## config.mk

```make
export PLATFORM = sky130hd
export DESIGN_NAME = vga_sync_gen
export DESIGN_NICKNAME = d
export VERILOG_FILES = /design/src/rtl/vga_sync_gen.sv
export SDC_FILE = /design/constraint.sdc
export NUM_CORES = 1
export LEC_CHECK = 0
export ABC_AREA = 1
export CAP_MARGIN = 25
export CORE_AREA = 2 2 84 86
export DETAILED_ROUTE_END_ITERATION = 12
export DIE_AREA = 0 0 86 88
export PLACE_DENSITY = 0.85
export RECOVER_POWER = 25
export SLEW_MARGIN = 20
export SYNTH_ARGS = -nofsm -noshare
export SYNTH_HDL_FRONTEND = slang
export SYNTH_SLANG_ARGS = --single-unit
```

## constraint.sdc

```tcl
create_clock -name clk -period 2.5 [get_ports clk]
set_input_delay 0.5 -clock clk [delete_from_list [all_inputs] [get_ports clk]]
set_output_delay 0.5 -clock clk [all_outputs]
set_load 0.02 [all_outputs]
```

## src/rtl/vga_sync_gen.sv

```systemverilog
// VGA sync generator with upstream-sequence lock detection.
//
// Decodes an externally supplied (a_val, b_val) = (horizontal, vertical) count pair into sync,
// blanking and pixel-coordinate outputs. It also checks that successive samples follow the
// expected raster order and declares lock after LOCK_CNT consecutive in-order samples.
//
// Ports:
//   clk          system clock, all state on the rising edge
//   rst          synchronous active-high reset
//   cen          pixel enable; a sample is taken only when cen=1
//   a_val        horizontal count from the upstream counter
//   b_val        vertical count from the upstream counter
//   hsync        horizontal sync, active low
//   vsync        vertical sync, active low
//   video_on     high inside the visible area
//   pix_x        visible column, 0 outside the visible area
//   pix_y        visible row, 0 outside the visible area
//   line_start   one-cycle pulse for a sample with a_val=0
//   frame_start  one-cycle pulse for a (0,0) sample while locked
//   frame_cnt    completed-frame counter, wraps at 255
//   locked       high while the sample sequence is locked
//   seq_err      one-cycle pulse when lock is lost
//
// Every output is registered and updates one clk after a cen=1 sample. On cen=0 cycles the
// level outputs hold and the pulse outputs return to 0.

module vga_sync_gen #(
  parameter int unsigned H_VIS    = 640,
  parameter int unsigned H_FP     = 16,
  parameter int unsigned H_SYNC   = 96,
  parameter int unsigned H_BP     = 48,
  parameter int unsigned V_VIS    = 480,
  parameter int unsigned V_FP     = 10,
  parameter int unsigned V_SYNC   = 2,
  parameter int unsigned V_BP     = 33,
  parameter int unsigned LOCK_CNT = 4
) (
  input  logic       clk,
  input  logic       rst,
  input  logic       cen,
  input  logic [9:0] a_val,
  input  logic [9:0] b_val,
  output logic       hsync,
  output logic       vsync,
  output logic       video_on,
  output logic [9:0] pix_x,
  output logic [9:0] pix_y,
  output logic       line_start,
  output logic       frame_start,
  output logic [7:0] frame_cnt,
  output logic       locked,
  output logic       seq_err
);

  localparam int unsigned HTot = H_VIS + H_FP + H_SYNC + H_BP;
  localparam int unsigned VTot = V_VIS + V_FP + V_SYNC + V_BP;

  // Comparisons are done at 11 bits so that a total of exactly 1024 still decodes correctly.
  localparam logic [10:0] HTotW   = 11'(HTot);
  localparam logic [10:0] HLastW  = 11'(HTot - 1);
  localparam logic [10:0] HVisW   = 11'(H_VIS);
  localparam logic [10:0] HSyncLo = 11'(H_VIS + H_FP);
  localparam logic [10:0] HSyncHi = 11'(H_VIS + H_FP + H_SYNC);
  localparam logic [10:0] VTotW   = 11'(VTot);
  localparam logic [10:0] VLastW  = 11'(VTot - 1);
  localparam logic [10:0] VVisW   = 11'(V_VIS);
  localparam logic [10:0] VSyncLo = 11'(V_VIS + V_FP);
  localparam logic [10:0] VSyncHi = 11'(V_VIS + V_FP + V_SYNC);

  localparam int unsigned CntW = (LOCK_CNT < 2) ? 1 : $clog2(LOCK_CNT + 1);
  // Lock is declared on the match that would take good_cnt to LOCK_CNT.
  localparam logic [CntW-1:0] LockLast = CntW'(LOCK_CNT - 1);

  typedef enum logic [0:0] {StUnlocked, StLocked} state_e;

  // Decode of the current sample.
  logic [10:0] a_ext, b_ext;
  logic        in_range;
  logic        vis;
  logic        h_act;
  logic        v_act;

  // Previous accepted sample and the position it predicts for this one.
  logic [9:0]  prev_a_q, prev_b_q;
  logic        have_prev_q;
  logic        prev_ok_q;
  logic [9:0]  exp_a, exp_b;
  logic        match;
  logic        mismatch;

  // Lock FSM.
  state_e          state_q, state_d;
  logic [CntW-1:0] good_cnt_q, good_cnt_d;
  logic            seq_err_d;
  logic            frame_start_d;

  // Output registers.
  logic       hsync_q, vsync_q, video_on_q;
  logic [9:0] pix_x_q, pix_y_q;
  logic       line_start_q, frame_start_q, seq_err_q;
  logic [7:0] frame_cnt_q;

  assign a_ext = {1'b0, a_val};
  assign b_ext = {1'b0, b_val};

  always_comb begin
    in_range = (a_ext < HTotW) && (b_ext < VTotW);
    vis      = in_range && (a_ext < HVisW) && (b_ext < VVisW);
    h_act    = in_range && (a_ext >= HSyncLo) && (a_ext < HSyncHi);
    v_act    = in_range && (b_ext >= VSyncLo) && (b_ext < VSyncHi);
  end

  // Raster successor of the previous sample.
  always_comb begin
    exp_a = '0;
    exp_b = '0;
    if ({1'b0, prev_a_q} < HLastW) begin
      exp_a = prev_a_q + 10'd1;
      exp_b = prev_b_q;
    end else if ({1'b0, prev_b_q} < VLastW) begin
      exp_a = '0;
      exp_b = prev_b_q + 10'd1;
    end
  end

  // An out-of-range predecessor has no valid successor, so whatever follows it mismatches.
  // The predicted position is always in range, so an out-of-range sample never matches.
  assign match    = have_prev_q && prev_ok_q && (a_val == exp_a) && (b_val == exp_b);
  assign mismatch = have_prev_q && !match;

  always_comb begin
    state_d    = state_q;
    good_cnt_d = good_cnt_q;
    seq_err_d  = 1'b0;
    if (cen) begin
      case (state_q)
        StUnlocked: begin
          if (match) begin
            if (good_cnt_q >= LockLast) begin
              state_d    = StLocked;
              good_cnt_d = '0;
            end else begin
              good_cnt_d = good_cnt_q + 1'b1;
            end
          end else if (mismatch) begin
            good_cnt_d = '0;
          end
        end
        StLocked: begin
          if (mismatch) begin
            state_d    = StUnlocked;
            good_cnt_d = '0;
            seq_err_d  = 1'b1;
          end
        end
        default: begin
          state_d    = StUnlocked;
          good_cnt_d = '0;
        end
      endcase
    end
  end

  // Gated on the post-sample state so a (0,0) that also loses lock produces no frame_start.
  assign frame_start_d = in_range && (a_val == '0) && (b_val == '0) && (state_d == StLocked);

  always_ff @(posedge clk) begin
    if (rst) begin
      state_q    <= StUnlocked;
      good_cnt_q <= '0;
    end else begin
      state_q    <= state_d;
      good_cnt_q <= good_cnt_d;
    end
  end

  always_ff @(posedge clk) begin
    if (rst) begin
      have_prev_q <= 1'b0;
      prev_ok_q   <= 1'b0;
      prev_a_q    <= '0;
      prev_b_q    <= '0;
    end else if (cen) begin
      have_prev_q <= 1'b1;
      prev_ok_q   <= in_range;
      prev_a_q    <= a_val;
      prev_b_q    <= b_val;
    end
  end

  always_ff @(posedge clk) begin
    if (rst) begin
      hsync_q       <= 1'b1;
      vsync_q       <= 1'b1;
      video_on_q    <= 1'b0;
      pix_x_q       <= '0;
      pix_y_q       <= '0;
      line_start_q  <= 1'b0;
      frame_start_q <= 1'b0;
      frame_cnt_q   <= '0;
      seq_err_q     <= 1'b0;
    end else if (cen) begin
      hsync_q       <= !h_act;
      vsync_q       <= !v_act;
      video_on_q    <= vis;
      pix_x_q       <= vis ? a_val : '0;
      pix_y_q       <= vis ? b_val : '0;
      line_start_q  <= in_range && (a_val == '0);
      frame_start_q <= frame_start_d;
      seq_err_q     <= seq_err_d;
      if (frame_start_d) begin
        frame_cnt_q <= frame_cnt_q + 8'd1;
      end
    end else begin
      line_start_q  <= 1'b0;
      frame_start_q <= 1'b0;
      seq_err_q     <= 1'b0;
    end
  end

  assign hsync       = hsync_q;
  assign vsync       = vsync_q;
  assign video_on    = video_on_q;
  assign pix_x       = pix_x_q;
  assign pix_y       = pix_y_q;
  assign line_start  = line_start_q;
  assign frame_start = frame_start_q;
  assign frame_cnt   = frame_cnt_q;
  assign locked      = (state_q == StLocked);
  assign seq_err     = seq_err_q;

endmodule

```

==> results of run 1 <==
## where the power goes
group	internal, mW	leakage (nW)	total (mW)	switching (mW)
registers	0.993	0.493	1.03	0.0355
logic	0.181	1.58	0.460	0.279
clock network	0.507	0.105	0.902	0.395
total	1.68	2.18	2.39	0.709
## routing by layer
metal / vias to the layer above / part of all wire (%)
met4: 0 / 4.7
met1: 1933 / 38
met5: - / 0
met2: 266 / 47
li1: 2005 / -
met3: 62 / 9.9
## worst min-delay path, stage by stage (launching register included)
cell and delay (ns):
dfxtp_1 0.32, nand2_1 0.06, nor2_1 0.03
## state kept, by name, summed over array words and instances (netlist names), 3 cells and up
signal	count
frame_cnt	8
good_cnt_q	3
pix_x	10
pix_y	10
prev_a_q	10
prev_b_q	10
## repair_timing
item	in CTS	in global routing
buffers inserted	0	13
endpoints found under the setup margin	3	13
hold buffers	0	0
gates cloned	0	3
pin swaps	1	37
resized for setup	2	83
## cells in the final DEF (no fill, tap or decap), types with 3 or more instances in the layout
| cell | Yosys | final |
|---|---|---|
| a21oi_1 | 27 | 26 |
| buf_4 | 0 | 36 |
| clkbuf_1 | 9 | 4 |
| clkbuf_8 | 0 | 11 |
| clkdlybuf4s50_1 | 0 | 54 |
| dfxtp_1 | 60 | 53 |
| dfxtp_2 | 0 | 5 |
| dlygate4sd3_1 | 0 | 3 |
| ha_1 | 5 | 3 |
| inv_1 | 64 | 60 |
| inv_2 | 2 | 5 |
| nand2_1 | 170 | 159 |
| nand2_2 | 6 | 13 |
| nand2_4 | 1 | 5 |
| nand2_8 | 0 | 3 |
| nand3_1 | 43 | 27 |
| nand3_2 | 5 | 19 |
| nand3_4 | 2 | 4 |
| nand3b_1 | 4 | 4 |
| nand4_1 | 15 | 15 |
| nor2_1 | 61 | 51 |
| nor2_2 | 8 | 12 |
| nor2_4 | 2 | 8 |
| nor3_1 | 5 | 5 |
| nor4_1 | 3 | 3 |
| o211ai_1 | 3 | 3 |
| o21ai_0 | 10 | 8 |
| o21ai_1 | 5 | 3 |
| o21ai_2 | 1 | 4 |
| o22ai_1 | 16 | 16 |
| o31ai_1 | 7 | 7 |
| xor2_1 | 4 | 4 |
## kinds of logic (layout without fill, tap and decap cells)
kind of cell               Yosys count  in the layout  share of synthesized area [%]
xor gates and xnor gates             4              4                          0.989
adders and majority gates            5              5                           1.77
DFF                                 60             60                           33.9
buffers and inverters               84            183                           9.68
and+or+nand+nor                    328            331                           41.8
AOI/OAI and AO/OA                   72             72                           11.8
## layout make-up
type	count	area (µm²)
inverter	67	258
multi-input combinational	412	2320
fill	488	1630
clock buffer	11	151
tap	80	100
sequential	60	1210
timing repair buffer	101	922
clock inverter	4	48.8
## how the worst max path moves through the flow
| stage | depth (start not counted) | start | end |
|---|---|---|---|
| finish | 20 | prev_a_q[1] | frame_cnt[3] |
| floorplan | 22 | prev_a_q[0] | frame_cnt[3] |
| global route | 21 | prev_a_q[1] | frame_cnt[3] |
| CTS | 15 | prev_b_q[1] | good_cnt_q[0] |
| global placement | 13 | b_val[4] | frame_cnt[3] |
| detailed placement | 13 | b_val[4] | frame_cnt[3] |
==> results.yml, run 1 <==
timing:
  whs_ns: 0.452
  fin_crit_ns: 2.56
  slew_viol_final: 0
  fmax_mhz: 390
  setup_viol: 8
  slew_headroom_pct: 26.0
  tightest_slew_ns: 1.11
  setup-tns-final_ns: -0.273
  min_period_over_period_pct: 103
  final.setup_skew_ns: 0.00683
  rsz0062_at_grt: "true"
  final_hold_viol_count: 0
  fin_ws_ns: -0.0647
worst_hold_path:
  hp-start: "pix_y[9]"
  min_to: "pix_y[9]"
  holdCritPathClass: "reg -> reg"
  hold_depth: 2
critical_path:
  crit_path_max_incr_delay_ns: 0.35
  crit_path_end_kind: "flop"
  cpMaxStageDelayCell: "dfxtp_2"
  cp_top_family: "simple AND/OR/NAND/NOR gates"
  crit_buf_inv: 3
  crit_chain: "ha_4, nand2_4, nor2_4, nor2_4, nor2_4, buf_12, buf_8, nand3_2, nand3_2, nand2_2, nor2_1, nand2_1, nor2_4, nand3_2, nand2_2, nand3_4, inv_4, nand3_2, nand2_2, nor2_2"
  critPathRequiredTime_ns: 2.75
  worstPathArrival_ns: 2.81
  crit_path_start_kind: "flop"
  timing_worst_setup_path_type: "reg -> reg"
  reg2reg_to: "frame_cnt[3]"
  reg2reg_from: "prev_a_q[1]"
  r2r_slack_ns: -0.06
  r2r_cells: 20
  path_max_fanout: 8
route:
  vias: 4266
  drtIter0Drc: 445
  wire_per_inst_um: 16.1
  drc: 0
  detail-route-antenna-nets: 0
  wirelength_um: 11800
  firstDrtPassIters: 7
  viasPerCell: 5.80
synthesis:
  avgSynthCellArea_um2: 6.40
  syn_nets: 581
  postSynthCellCount: 553
  yosys.cell_count.top_type: "nand2_1"
  synthesis.area_um2: 3540
  yosys_warnings: 0
  async_flop_share_pct: 0
  synth_common_cells: "nand2_1 (170), inv_1 (64), nor2_1 (61)"
  yosys.area.top_type_share_pct: 33.9
  yosysUniqueCellTypes: 36
  yosysSeqAreaShare_pct: 33.9
  synth_edf_count: 0
  ys_top_cells_by_area: "dfxtp_1 (34%), nand2_1 (18%), inv_1 (6.8%)"
  synth_top_flop_cell: "dfxtp_1"
  synth_top_area_cell: "dfxtp_1"
  ys_seq_elements: 60
cts:
  cts_tree: "yes"
  clk_latency_ns: 0.35
  cts.sinks: 60
  clk_pin_slew_ns: 0.07
  htreeDepth: 3
  clockBufferDepth: 2
  cts-root-buf: "clkbuf_8"
  cts_buffers: 9
layout:
  area_delta_synth_final_pct: 41.6
  finalInstanceArea_um2: 5010
  num_antenna_cells: 0
  final_util_pct: 75.4
  drive_gt1_share_pct: 21.8
  instances_no_fill: 735
  nets: 679
global_route:
  met3_usage_pct: 6.88
  grt_overflow: 0
  grt_max_degree: 28
  grt.met2_usage_pct: 46.4
  antenna_found_initial: 0
  grt_use_met1_pct: 35.0
  track_usage_pct: 28.8
  busiest_layer: "met2"
  grt_pass1_wl_um: 17000
  grt_pass1_vias: 3744
die:
  die_y_um: 88
  core-area_um2: 6640
  start_util_pct: 53.3
  ios: 58
  rows: 30
  die_area_um2: 7570
  fp.dieW_um: 86
power:
  peakVddDrop_v: 0.000335
  power_leakage_nw: 2.18
  pwr_density_cell_nw_per_um2: 477
  p_total_mw: 2.39
placed_design:
  dpl_cell_area_um2: 4370
  gp_congestion: 0.933
  buffer_ports.inserted: 57
  dp.cells: 704
  pre_cts_slack_ns: -0.0902
  dpl.hpwl_um: 7750
run:
  maxCapViolations: 0
status:
  violations: "setup timing"
  status: "complete, but fails checks"
(Power assumes the default switching activity.)
==> inputs of run 2 (changes only) <==
--- a/config.mk
+++ b/config.mk
@@ -7,10 +7,11 @@
 export LEC_CHECK = 0
 export ABC_AREA = 1
 export CAP_MARGIN = 25
-export CORE_AREA = 2 2 84 86
+export CORE_AREA = 2 2 89 91
+export CTS_CLUSTER_SIZE = 28
 export DETAILED_ROUTE_END_ITERATION = 12
-export DIE_AREA = 0 0 86 88
-export PLACE_DENSITY = 0.85
+export DIE_AREA = 0 0 91 93
+export PLACE_DENSITY = 0.8
 export RECOVER_POWER = 25
 export SLEW_MARGIN = 20
 export SYNTH_ARGS = -nofsm -noshare
==> constraint.sdc (replaced) <==
create_clock -name clk -period 2.1 [get_ports clk]
set_input_delay 0.42 -clock clk [delete_from_list [all_inputs] [get_ports clk]]
set_output_delay 0.42 -clock clk [all_outputs]
set_load 0.02 [all_outputs]
==> run 2 against run 1 <==
The run still ends with setup timing left. Total power up 15%. Clock skew up 0.00053 ns. Hold slack worse by 0.0015 ns. Combinational power up 30%. Die area up 12%. Largest power group unchanged.
==> results.yml, run 2 (synthesized netlist as in run 1, its figures left out) <==
status:
  status: "complete, but fails checks"
  violations: "setup timing"
critical_path:
  critPathRequiredTime_ns: 2.35
  crit_path_start_kind: "flop"
  r2r_slack_ns: -0.45
  timing_worst_setup_path_type: "reg -> reg"
  worstPathArrival_ns: 2.80
  path_max_fanout: 7
  crit_path_end_kind: "flop"
global_route:
  grt_pass1_vias: 4121
  antenna_found_initial: 0
  track_usage_pct: 28.4
  grt_overflow: 0
  grt_pass1_wl_um: 19200
  grt_max_degree: 28
route:
  vias: 4326
  wirelength_um: 12400
  detail-route-antenna-nets: 0
  wire_per_inst_um: 15.4
  drtIter0Drc: 295
  drc: 0
  firstDrtPassIters: 5
  viasPerCell: 5.39
cts:
  htreeDepth: 3
  cts_tree: "yes"
  clk_pin_slew_ns: 0.07
  cts-root-buf: "clkbuf_8"
  clockBufferDepth: 2
  cts.sinks: 60
  clk_latency_ns: 0.35
  cts_buffers: 9
placed_design:
  gp_congestion: 0.926
  dpl.hpwl_um: 8500
  buffer_ports.inserted: 57
  dp.cells: 782
  pre_cts_slack_ns: -0.520
worst_hold_path:
  holdCritPathClass: "reg -> reg"
layout:
  final_common_cell: "nand2_1"
  final_util_pct: 69.1
  layout_common_cells: "nand2_1 (163), buf_4 (80), inv_1 (61)"
  num_antenna_cells: 0
  nets: 725
  drive_gt1_share_pct: 23.8
  area_delta_synth_final_pct: 46.9
  instances_no_fill: 803
timing:
  fmax_mhz: 392
  slew_viol_final: 0
  final_hold_viol_count: 0
  final.setup_skew_ns: 0.00736
  fin_ws_ns: -0.450
  fin_crit_ns: 2.55
  rsz0062_at_grt: "true"
  tightest_slew_ns: 0.516
  slew_headroom_pct: 65.5
  min_period_over_period_pct: 121
  setup_viol: 14
  setup-tns-final_ns: -4.80
die:
  ios: 58
  core-area_um2: 7530
  die_area_um2: 8460
  fp.dieW_um: 91
  rows: 32
  start_util_pct: 47.0
  die_y_um: 93
power:
  peakVddDrop_v: 0.000331
  power_leakage_nw: 2.34
  p_total_mw: 2.75
  pwr_density_cell_nw_per_um2: 528
run:
  maxCapViolations: 0
==> run 2: cell count changes in the layout (fill, tap and decap cells not counted), sizes merged <==
cell	change
nand2	-1
clkbuf	+3
clkinv	+1
clkinvlp	+1
buf	+44
inv	-1
bufinv	-1
==> run 2: layer usage <==
| layer | track usage (%) | vias up | wire length [µm] |
|---|---|---|---|
| met2 | 50.3 | 197 | 6030 |
| met4 | 13.5 | 0 | 504 |
| met5 | 0 | - | 0 |
| met3 | 5.24 | 50 | 862 |
| met1 | 33.3 | 1981 | 4960 |
| li1 | - | 2098 | - |
==> run 2: worst max-delay path, stage by stage, from the launching register on <==
cell and delay [ns]:
dfxtp_2 0.34, ha_4 0.17, nand2_4 0.09, inv_2 0.06, nand2_4 0.09, nand2_8 0.09, nand2_8 0.11, buf_6 0.15
nand4_1 0.15, nand2_2 0.12, nand3_1 0.07, nor2_1 0.10, nand3_1 0.09, nor2_2 0.16, nand3_1 0.10, nand2_2 0.12
nand3_4 0.13, nor2_4 0.13, nand2_1 0.05, nand2_1 0.06, nor2_1 0.04
==> run 2: through the flow <==
step	area [µm²]	hold slack, ns
3_5_place_dp	4840	0.438
3_3_place_gp	4840	0.435
2_1_floorplan	3570	0.428
4_1_cts	5090	0.453
5_1_grt	5200	0.477
6_report	5200	0.451
==> run 2: area by class of cell <==
cell class,instances,area (µm²)
multi-input cells,411,2180
clock buffers,11,141
repair buffers,148,1260
inverters,67,260
clock inverters,4,26.3
fillers,687,2330
flip-flops and latches,60,1210
well taps,102,128
==> run 2: where the power goes <==
| group | internal, mW | switching (mW) | leakage (nW) | total, mW |
|---|---|---|---|---|
| sequential | 1.18 | 0.0346 | 0.492 | 1.22 |
| clock | 0.451 | 0.477 | 0.0852 | 0.928 |
| combinational | 0.264 | 0.336 | 1.76 | 0.600 |
| total | 1.90 | 0.847 | 2.34 | 2.75 |
==> run 2: final timing paths <==
kind          startpoint           end  depth (start not counted)
min reg2reg     pix_y[9]      pix_y[9]                          2
max          prev_a_q[0]  frame_cnt[4]                         20
max reg2reg  prev_a_q[0]  frame_cnt[4]                         20
min             pix_y[9]      pix_y[9]                          2
==> run 2: timing repair <==
action / in CTS / in global routing
hold buffers: 0 / 0
setup buffers: 0 / 4
cloned: 1 / 1
setup endpoints to repair: 14 / 14
gates resized for setup: 19 / 27
pin swaps: 5 / 14
